File: src/rtl/sram128x48_pkg.sv
// Shared constants and types for the 128x48 SRAM request controller.
package sram128x48_pkg;

    localparam int unsigned ADDR_W = 7;
    localparam int unsigned DATA_W = 48;
    localparam int unsigned BYTES  = 6;
    localparam int unsigned WORDS  = 128;

    typedef enum logic {
        INIT = 1'b0,
        RUN  = 1'b1
    } state_e;

    // Registered pin bundle presented to the macro.
    typedef struct packed {
        logic              csb;
        logic              web;
        logic [ADDR_W-1:0] a;
        logic [BYTES-1:0]  wbm;
        logic [DATA_W-1:0] i;
    } mem_req_t;

endpackage

File: src/rtl/sram_resp_fifo.sv
// Circular response buffer; head is combinational from the storage array.
module sram_resp_fifo #(
    parameter int unsigned DEPTH = 4,
    parameter int unsigned WIDTH = 48
) (
    input  logic                   clk,
    input  logic                   rst_n,
    input  logic                   push_i,
    input  logic [WIDTH-1:0]       push_data_i,
    input  logic                   pop_i,
    output logic [$clog2(DEPTH):0] count_o,
    output logic [WIDTH-1:0]       head_o
);
    localparam int unsigned PTR_W = $clog2(DEPTH);
    localparam int unsigned CNT_W = PTR_W + 1;

    logic [WIDTH-1:0] data_q [DEPTH];
    logic [PTR_W-1:0] wr_ptr_q;
    logic [PTR_W-1:0] rd_ptr_q;
    logic [CNT_W-1:0] count_q;
    logic             pop_ok;

    // Pops against an empty buffer are dropped; pushes never meet a full one.
    assign pop_ok = pop_i && (count_q != '0);

    // Pointer and occupancy tracking.
    always_ff @(posedge clk or negedge rst_n) begin
        if (!rst_n) begin
            wr_ptr_q <= '0;
            rd_ptr_q <= '0;
            count_q  <= '0;
        end else begin
            if (push_i) begin
                wr_ptr_q <= wr_ptr_q + PTR_W'(1);
            end
            if (pop_ok) begin
                rd_ptr_q <= rd_ptr_q + PTR_W'(1);
            end
            case ({push_i, pop_ok})
                2'b10:   count_q <= count_q + CNT_W'(1);
                2'b01:   count_q <= count_q - CNT_W'(1);
                default: count_q <= count_q;
            endcase
        end
    end

    // Storage; contents are only meaningful where count covers them.
    always_ff @(posedge clk) begin
        if (push_i) begin
            data_q[wr_ptr_q] <= push_data_i;
        end
    end

    assign head_o  = data_q[rd_ptr_q];
    assign count_o = count_q;

endmodule

File: src/rtl/sram128x48_req_ctrl.sv
// Request-side controller for the 128x48 single-port SRAM macro.
module sram128x48_req_ctrl
    import sram128x48_pkg::*;
#(
    parameter int unsigned RESP_DEPTH = 4,
    parameter bit          INIT_ZERO  = 1'b1
) (
    input  logic              clk,
    input  logic              reset_n,
    input  logic              req_valid,
    output logic              req_ready,
    input  logic              req_we,
    input  logic [ADDR_W-1:0] req_addr,
    input  logic [DATA_W-1:0] req_wdata,
    input  logic [BYTES-1:0]  req_wmask,
    output logic              resp_valid,
    input  logic              resp_ready,
    output logic [DATA_W-1:0] resp_data,
    output logic              init_done,
    output logic [ADDR_W-1:0] mem_a,
    output logic              mem_csb,
    output logic              mem_web,
    output logic              mem_oeb,
    output logic [BYTES-1:0]  mem_wbm,
    output logic [DATA_W-1:0] mem_i,
    input  logic [DATA_W-1:0] mem_o
);
    localparam int unsigned CNT_W     = $clog2(RESP_DEPTH) + 1;
    localparam int unsigned SUM_W     = CNT_W + 1;
    localparam state_e      RST_STATE = INIT_ZERO ? INIT : RUN;

    state_e            state_q, state_d;
    logic [ADDR_W-1:0] cnt_q, cnt_d;
    mem_req_t          mem_q, mem_d;
    logic              rd_s1_q, rd_s1_d;
    logic              rd_s2_q, rd_s2_d;
    logic [CNT_W-1:0]  fifo_count;
    logic [SUM_W-1:0]  occupancy;
    logic              accept;

    // Reserve a FIFO slot for every read still travelling through the macro.
    assign occupancy  = SUM_W'(fifo_count) + SUM_W'(rd_s1_q) + SUM_W'(rd_s2_q);
    assign req_ready  = (state_q == RUN) && (occupancy < SUM_W'(RESP_DEPTH));
    assign accept     = req_valid && req_ready;
    assign init_done  = (state_q == RUN);
    assign resp_valid = (fifo_count != '0);

    assign mem_csb = mem_q.csb;
    assign mem_web = mem_q.web;
    assign mem_a   = mem_q.a;
    assign mem_wbm = mem_q.wbm;
    assign mem_i   = mem_q.i;
    assign mem_oeb = 1'b0;

    // Next-state: zero-fill sweep in INIT, request forwarding in RUN.
    always_comb begin
        state_d     = state_q;
        cnt_d       = cnt_q;
        mem_d       = mem_q;
        mem_d.csb   = 1'b1;
        mem_d.web   = 1'b1;
        mem_d.wbm   = '0;
        rd_s1_d     = 1'b0;
        rd_s2_d     = rd_s1_q;
        case (state_q)
            INIT: begin
                mem_d.csb = 1'b0;
                mem_d.web = 1'b0;
                mem_d.a   = cnt_q;
                mem_d.wbm = '1;
                mem_d.i   = '0;
                cnt_d     = cnt_q + ADDR_W'(1);
                if (cnt_q == ADDR_W'(WORDS - 1)) begin
                    state_d = RUN;
                end
            end
            RUN: begin
                if (accept) begin
                    mem_d.csb = 1'b0;
                    mem_d.web = ~req_we;
                    mem_d.a   = req_addr;
                    mem_d.i   = req_wdata;
                    mem_d.wbm = req_we ? req_wmask : '0;
                    rd_s1_d   = ~req_we;
                end
            end
            default: state_d = INIT;
        endcase
    end

    // State, sweep counter, macro pin registers and read pipeline flags.
    always_ff @(posedge clk or negedge reset_n) begin
        if (!reset_n) begin
            state_q <= RST_STATE;
            cnt_q   <= '0;
            mem_q   <= '{csb: 1'b1, web: 1'b1, a: '0, wbm: '0, i: '0};
            rd_s1_q <= 1'b0;
            rd_s2_q <= 1'b0;
        end else begin
            state_q <= state_d;
            cnt_q   <= cnt_d;
            mem_q   <= mem_d;
            rd_s1_q <= rd_s1_d;
            rd_s2_q <= rd_s2_d;
        end
    end

    // Macro output is valid two edges after accept; capture it then.
    sram_resp_fifo #(
        .DEPTH (RESP_DEPTH),
        .WIDTH (DATA_W)
    ) u_resp_fifo (
        .clk         (clk),
        .rst_n       (reset_n),
        .push_i      (rd_s2_q),
        .push_data_i (mem_o),
        .pop_i       (resp_ready),
        .count_o     (fifo_count),
        .head_o      (resp_data)
    );

endmodule
File: config.mk
export PLATFORM = sky130hd
export DESIGN_NAME = sram128x48_req_ctrl
export DESIGN_NICKNAME = d
export VERILOG_FILES = /design/src/rtl/sram128x48_pkg.sv /design/src/rtl/sram_resp_fifo.sv /design/src/rtl/sram128x48_req_ctrl.sv
export SDC_FILE = /design/constraint.sdc
export NUM_CORES = 1
export LEC_CHECK = 0
export CAP_MARGIN = 20
export CORE_ASPECT_RATIO = 1.4
export CORE_UTILIZATION = 55
export DETAILED_ROUTE_END_ITERATION = 10
export PLACE_DENSITY = 0.86
export RECOVER_POWER = 100
export SLEW_MARGIN = 20
export SYNTH_ARGS = -nofsm -noshare
export SYNTH_HDL_FRONTEND = slang
export SYNTH_SLANG_ARGS = --single-unit
File: constraint.sdc
create_clock -name clk -period 3.7 [get_ports clk]
set_input_delay 0.925 -clock clk [delete_from_list [all_inputs] [get_ports clk]]
set_output_delay 0.925 -clock clk [all_outputs]
set_load 0.01 [all_outputs]
==> flow_summary.toml, run 1 <==
[run_status]
status = "finished with violations"
violations = "capacitance limit, slew limit"

[global_route]
grt_pass1_vias = 6461
grt_pass1_wl_um = 35500
track_usage_pct = 23.35
grt_max_degree = 122
antenna_found_initial = 3
overflow = 0

[floorplanning]
dieArea_um2 = 19810
initial_core_util_pct = 56.44
num_rows = 59
io_pins = 229
die_y_um = 166.1
fp.dieW_um = 119.2
core-area_um2 = 18750

[critical_path]
rr_startpoint = "u_resp_fifo.wr_ptr_q[0]"
worstRegToRegCells = 3
cp_max_fo = 9
critPathRequiredTime_ps = 2770
critPathCaptureType = "output pin"
crit_arrival_ps = 2660
crit_start = "rd_s2_q"
crit_type = "flip-flop to output pin"
crit_path_end = "req_ready"
r2r_slack_ps = 710
rr_endpoint = "u_resp_fifo.data_q[3][43]"
cp-start-kind = "flip-flop"

[synthesis]
synth-edff-count = 192
synth.yosys.seq_area_share_pct = 73.42
synth_ff_type = "edfxtp_1"
synth.cell_area_um2 = 10580
syn_inst = 600
async_flop_share_pct = 29.41
ys_warn_count = 0
ys_ff_latch = 272
avgSynthCellArea_um2 = 17.64
synthesis.nets = 722
synthDistinctLibCells = 36

[min_path]
hold_depth = 0
hold_path.class = "flip-flop to flip-flop"

[cts]
post_cts_buffers = 0
clk_pin_slew_ps = 70
cts_resized = 0
cts_hold_buf = 0
cts.sinks = 272
cts_buffer_depth = 3
cts_buffers = 24
insertion_delay_ps = 510
tritoncts = "done"
htreeDepth = 1
cts_root_buf = "clkbuf_16"

[place]
port_buffers = 227
dpl.hpwl_um = 14490
place.gp.congestion = 0.8005

[timing]
skew_ps = 17.61
relSlewSlack_pct = -40.01
slew_violations = 277
finalHoldViolCount = 0
setup_viol = 0
setup_tns_ps = 0
max_freq_ghz = 0.2791
layout_min_cycle_time_ps = 3583
fin_crit_sh_pct = 96.84
grt_setup_unrepaired = "no"
worst_pin_slew_ps = 2100
whs_ps = 426.2

[flow_run]
maxCapViolCount = 4

[power]
p_per_area_nw_per_um2 = 565.9
max-vdd-ir-drop_mv = 0.3204
p_leak_nw = 5.038

[final_layout]
final_cell_mix = "192 x edfxtp_1, 140 x dlygate4sd3_1, 106 x nand2_1"
layout-drive-gt1-share_pct = 12.74
area_growth_syn_to_layout_pct = 31.12
fin_nets = 952
final_common_cell = "edfxtp_1"
fill_cells = 1122

[detailed_routing]
drc_errors = 0
wl_um = 22670
vias = 6137
detail-route-antenna-nets = 0
wl_per_cell_um = 20.68
avgViaCountPerCell = 5.599
first_iter_violations = 507
drtPass1Iterations = 5
[power breakdown]
group	leakage (nW)	switching, W	internal (W)
sequential	2.76	0.000123	0.00330
combinational	1.89	0.000751	0.00111
clock	0.388	0.00106	0.00151
[cell usage after synthesis (7+ instances only)]
master	n	area, µm²
nand2_1	106	397.9
mux2i_1	49	490.5
edfxtp_1	192	5766
nor2_1	9	33.78
o31ai_1	7	52.55
o211ai_1	8	60.06
clkbuf_1	14	52.55
o21ai_0	8	40.04
inv_1	7	26.28
ha_1	7	87.58
dfrtp_1	78	1952
xnor2_1	7	61.31
a31oi_1	7	43.79
buf_2	7	35.03
mux4_2	48	1081
[area by class of cell]
class                      count  area (µm²)  share of cell area [%]
inverter                       9       33.78                  0.2435
antenna                        4       10.01                 0.07214
timing repair buffer         237        2347                   16.92
clock inverter                18       196.4                   1.416
clock buffer                  26       629.4                   4.536
sequential                   272        7779                   56.06
multi-input combinational    286        2575                   18.56
tap                          244       305.3                   2.200
[critical path, cell delays in order (launching register included)]
cell,delay [ps]
dfrtp_1,460
ha_1,340
and3_1,310
or2_2,370
nor2_1,100
clkdlybuf4s50_1,570
[logic make-up (layout without fill, tap and decap cells)]
kind of cell	after synthesis	count (layout)	share of synthesized area, %
multiplexers	98	98	14.96
buffers and inverters	42	290	2.282
AO/OA/AOI/OAI	34	34	2.128
XOR/XNOR	12	12	0.9931
AND/OR/NAND/NOR	133	133	5.167
other	1	5	0.03544
flip-flops	272	272	73.42
adder cells (fa/ha/maj)	8	8	1.017
[state kept, by name, indices dropped and copies added (netlist names)]
name / cells
cnt_q: 7
init_done: 1
mem_a: 7
mem_csb: 1
mem_i: 48
mem_wbm: 6
mem_web: 1
rd_s1_q: 1
rd_s2_q: 1
u_resp_fifo.count_o: 3
u_resp_fifo.data_q: 192
u_resp_fifo.rd_ptr_q: 2
u_resp_fifo.wr_ptr_q: 2
[how the worst min path moves through the flow]
stage                        from       to  slack (ps)
final                     rd_s1_q  rd_s2_q         430
after global routing      rd_s1_q  rd_s2_q         460
after CTS                 rd_s1_q  rd_s2_q         440
after detailed placement  rd_s1_q  rd_s2_q         440
after global placement    rd_s1_q  rd_s2_q         440
after floorplan           rd_s1_q  rd_s2_q         370
[per-stage QoR]
stage	total power (W)	instances	area [µm²]	util (%)	setup slack, ps
2_1_floorplan	0.004570	600	10580	-	1272
3_3_place_gp	0.005378	1048	13080	69.74	658.3
3_5_place_dp	0.005436	1048	13080	69.74	629.6
4_1_cts	0.008006	1092	13900	74.14	69.67
5_1_grt	0.008138	1094	13870	73.98	7.387
6_report	0.007852	1096	13880	74.00	117.0
[metal layers]
| layer | wire length (µm) | global-route usage [%] |
|---|---|---|
| met5 | 0 | 0 |
| met4 | 344 | 5.944 |
| met3 | 1949 | 5.804 |
| met2 | 11980 | 40.70 |
| met1 | 8394 | 29.12 |
(Power assumes the default switching activity.)
==> inputs of run 2 (changes only) <==
Settings changed: CTS_BUF_LIST set to sky130_fd_sc_hd__clkbuf_16, SKIP_CTS_REPAIR_TIMING set to 1.
==> run 2 against run 1 <==
The flow still finishes with violations (capacitance limit, slew limit). Total power about the same. Critical endpoint unchanged. Register-to-register slack about the same. Routed wire length about the same. Utilization unchanged. Worst setup slack about the same.
==> flow_summary.toml, run 2 (synthesis results as in run 1) <==
[critical_path]
crit_arrival_ps = 2660
crit_family = "simple AND/OR/NAND/NOR gates"
path_cells = "ha_1 -> and3_1 -> or2_2 -> nor2_1 -> clkdlybuf4s50_1"
crit_type = "flip-flop to output pin"
slowest_delay_ps = 570
critPathCaptureType = "output pin"
path_buf_inv = 1
critPathRequiredTime_ps = 2770
cp_max_fo = 9
worstRegToRegCells = 3
crit_slowest_cell = "clkdlybuf4s50_1"
critical_path_depth = 5
cp-start-kind = "flip-flop"

[cts]
cts_buffers = 24
clk_pin_slew_ps = 70
insertion_delay_ps = 510
cts_buffer_depth = 3
cts_root_buf = "clkbuf_16"
cts.sinks = 272
tritoncts = "done"
htreeDepth = 1

[timing]
setup_tns_ps = 0
whs_ps = 426.2
finalHoldViolCount = 0
fin_crit_sh_pct = 96.84
setup_ws_ps = 117.0
setup_viol = 0
worst_pin_slew_ps = 2100
slew_violations = 277
max_freq_ghz = 0.2791
grt_setup_unrepaired = "no"
relSlewSlack_pct = -40.01
skew_ps = 17.61
layout_min_cycle_time_ps = 3583

[final_layout]
largest_reg_flops = 192
final_common_cell = "edfxtp_1"
largest-register = "u_resp_fifo.data_q"
finalCoreUtilization_pct = 74.00
area_growth_syn_to_layout_pct = 31.12
final_cell_mix = "192 x edfxtp_1, 140 x dlygate4sd3_1, 106 x nand2_1"
layout-drive-gt1-share_pct = 12.74
fin_nets = 952

[power]
intPower_w = 0.005914
p_per_area_nw_per_um2 = 565.7
p_leak_nw = 5.043
pwr-share-comb_pct = 23.7
pwr-share-clk_pct = 32.7
max-vdd-ir-drop_mv = 0.3204
netSwitchingFraction_pct = 24.66
pwr-share-seq_pct = 43.6
power.switching_w = 0.001935

[detailed_routing]
drc_errors = 0
detail-route-antenna-nets = 0
vias = 6137
wl_um = 22670
wl_per_cell_um = 20.68
avgViaCountPerCell = 5.599
drtPass1Iterations = 5
first_iter_violations = 507

[floorplanning]
dieArea_um2 = 19810
num_rows = 59
io_pins = 229
fp.dieW_um = 119.2
initial_core_util_pct = 56.44
core-area_um2 = 18750
die_y_um = 166.1

[run_status]
violations = "capacitance limit, slew limit"
status = "finished with violations"

[place]
place.gp.congestion = 0.8005
port_buffers = 227
dpl.hpwl_um = 14490
pre_cts_ws_ps = 629.6

[global_route]
track_usage_pct = 23.35
overflow = 0
grt_max_degree = 122
antenna_found_initial = 3
grt_pass1_vias = 6461
grt_pass1_wl_um = 35500

[flow_run]
maxCapViolCount = 4

[min_path]
hold_path.class = "flip-flop to flip-flop"
hold_depth = 0
run 2: power groups by stage:
stage / clock network [W] / logic (W) / registers (W)
final: 0.00257 / 0.00186 / 0.00342
after global routing: 0.00273 / 0.00197 / 0.00344
after CTS: 0.00262 / 0.00196 / 0.00343
after detailed placement: 0 / 0.00194 / 0.00349
after global placement: 0 / 0.00189 / 0.00349
after floorplan: 0 / 0.00119 / 0.00338
run 2: final timing paths:
kind / end / slack, ps / start
min in group asynchronous: mem_i[46] / 960 / reset_n
worst max register to register: u_resp_fifo.data_q[3][43] / 710 / u_resp_fifo.wr_ptr_q[0]
worst min register to register: rd_s2_q / 430 / rd_s1_q
worst max-delay path: req_ready / 120 / rd_s2_q
max in group asynchronous: u_resp_fifo.rd_ptr_q[0] / 1340 / reset_n
worst min-delay path: rd_s2_q / 430 / rd_s1_q
run 2: metrics by stage:
step | total power, W | cell area (µm²) | cells
finish | 0.007849 | 13880 | 1096
global route | 0.008135 | 13870 | 1094
CTS | 0.008004 | 13900 | 1092
detailed placement | 0.005436 | 13080 | 1048
global placement | 0.005378 | 13080 | 1048
floorplan | 0.004570 | 10580 | 600
run 2: area by class of cell:
class	count	area [µm²]
well taps	244	305.3
diodes	4	10.01
flip-flops and latches	272	7779
repair buffers	237	2347
clock buffers	25	625.6
fillers	1122	4875
clock inverters	19	200.2
inverters	9	33.78
multi-input cells	286	2575
run 2: per-layer routing:
metal	share of wire [%]	wire length, µm	global-route usage (%)
met5	0	0	0
met4	1.5	344	5.944
met3	8.6	1949	5.804
met2	53	11980	40.70
met1	37	8396	29.12
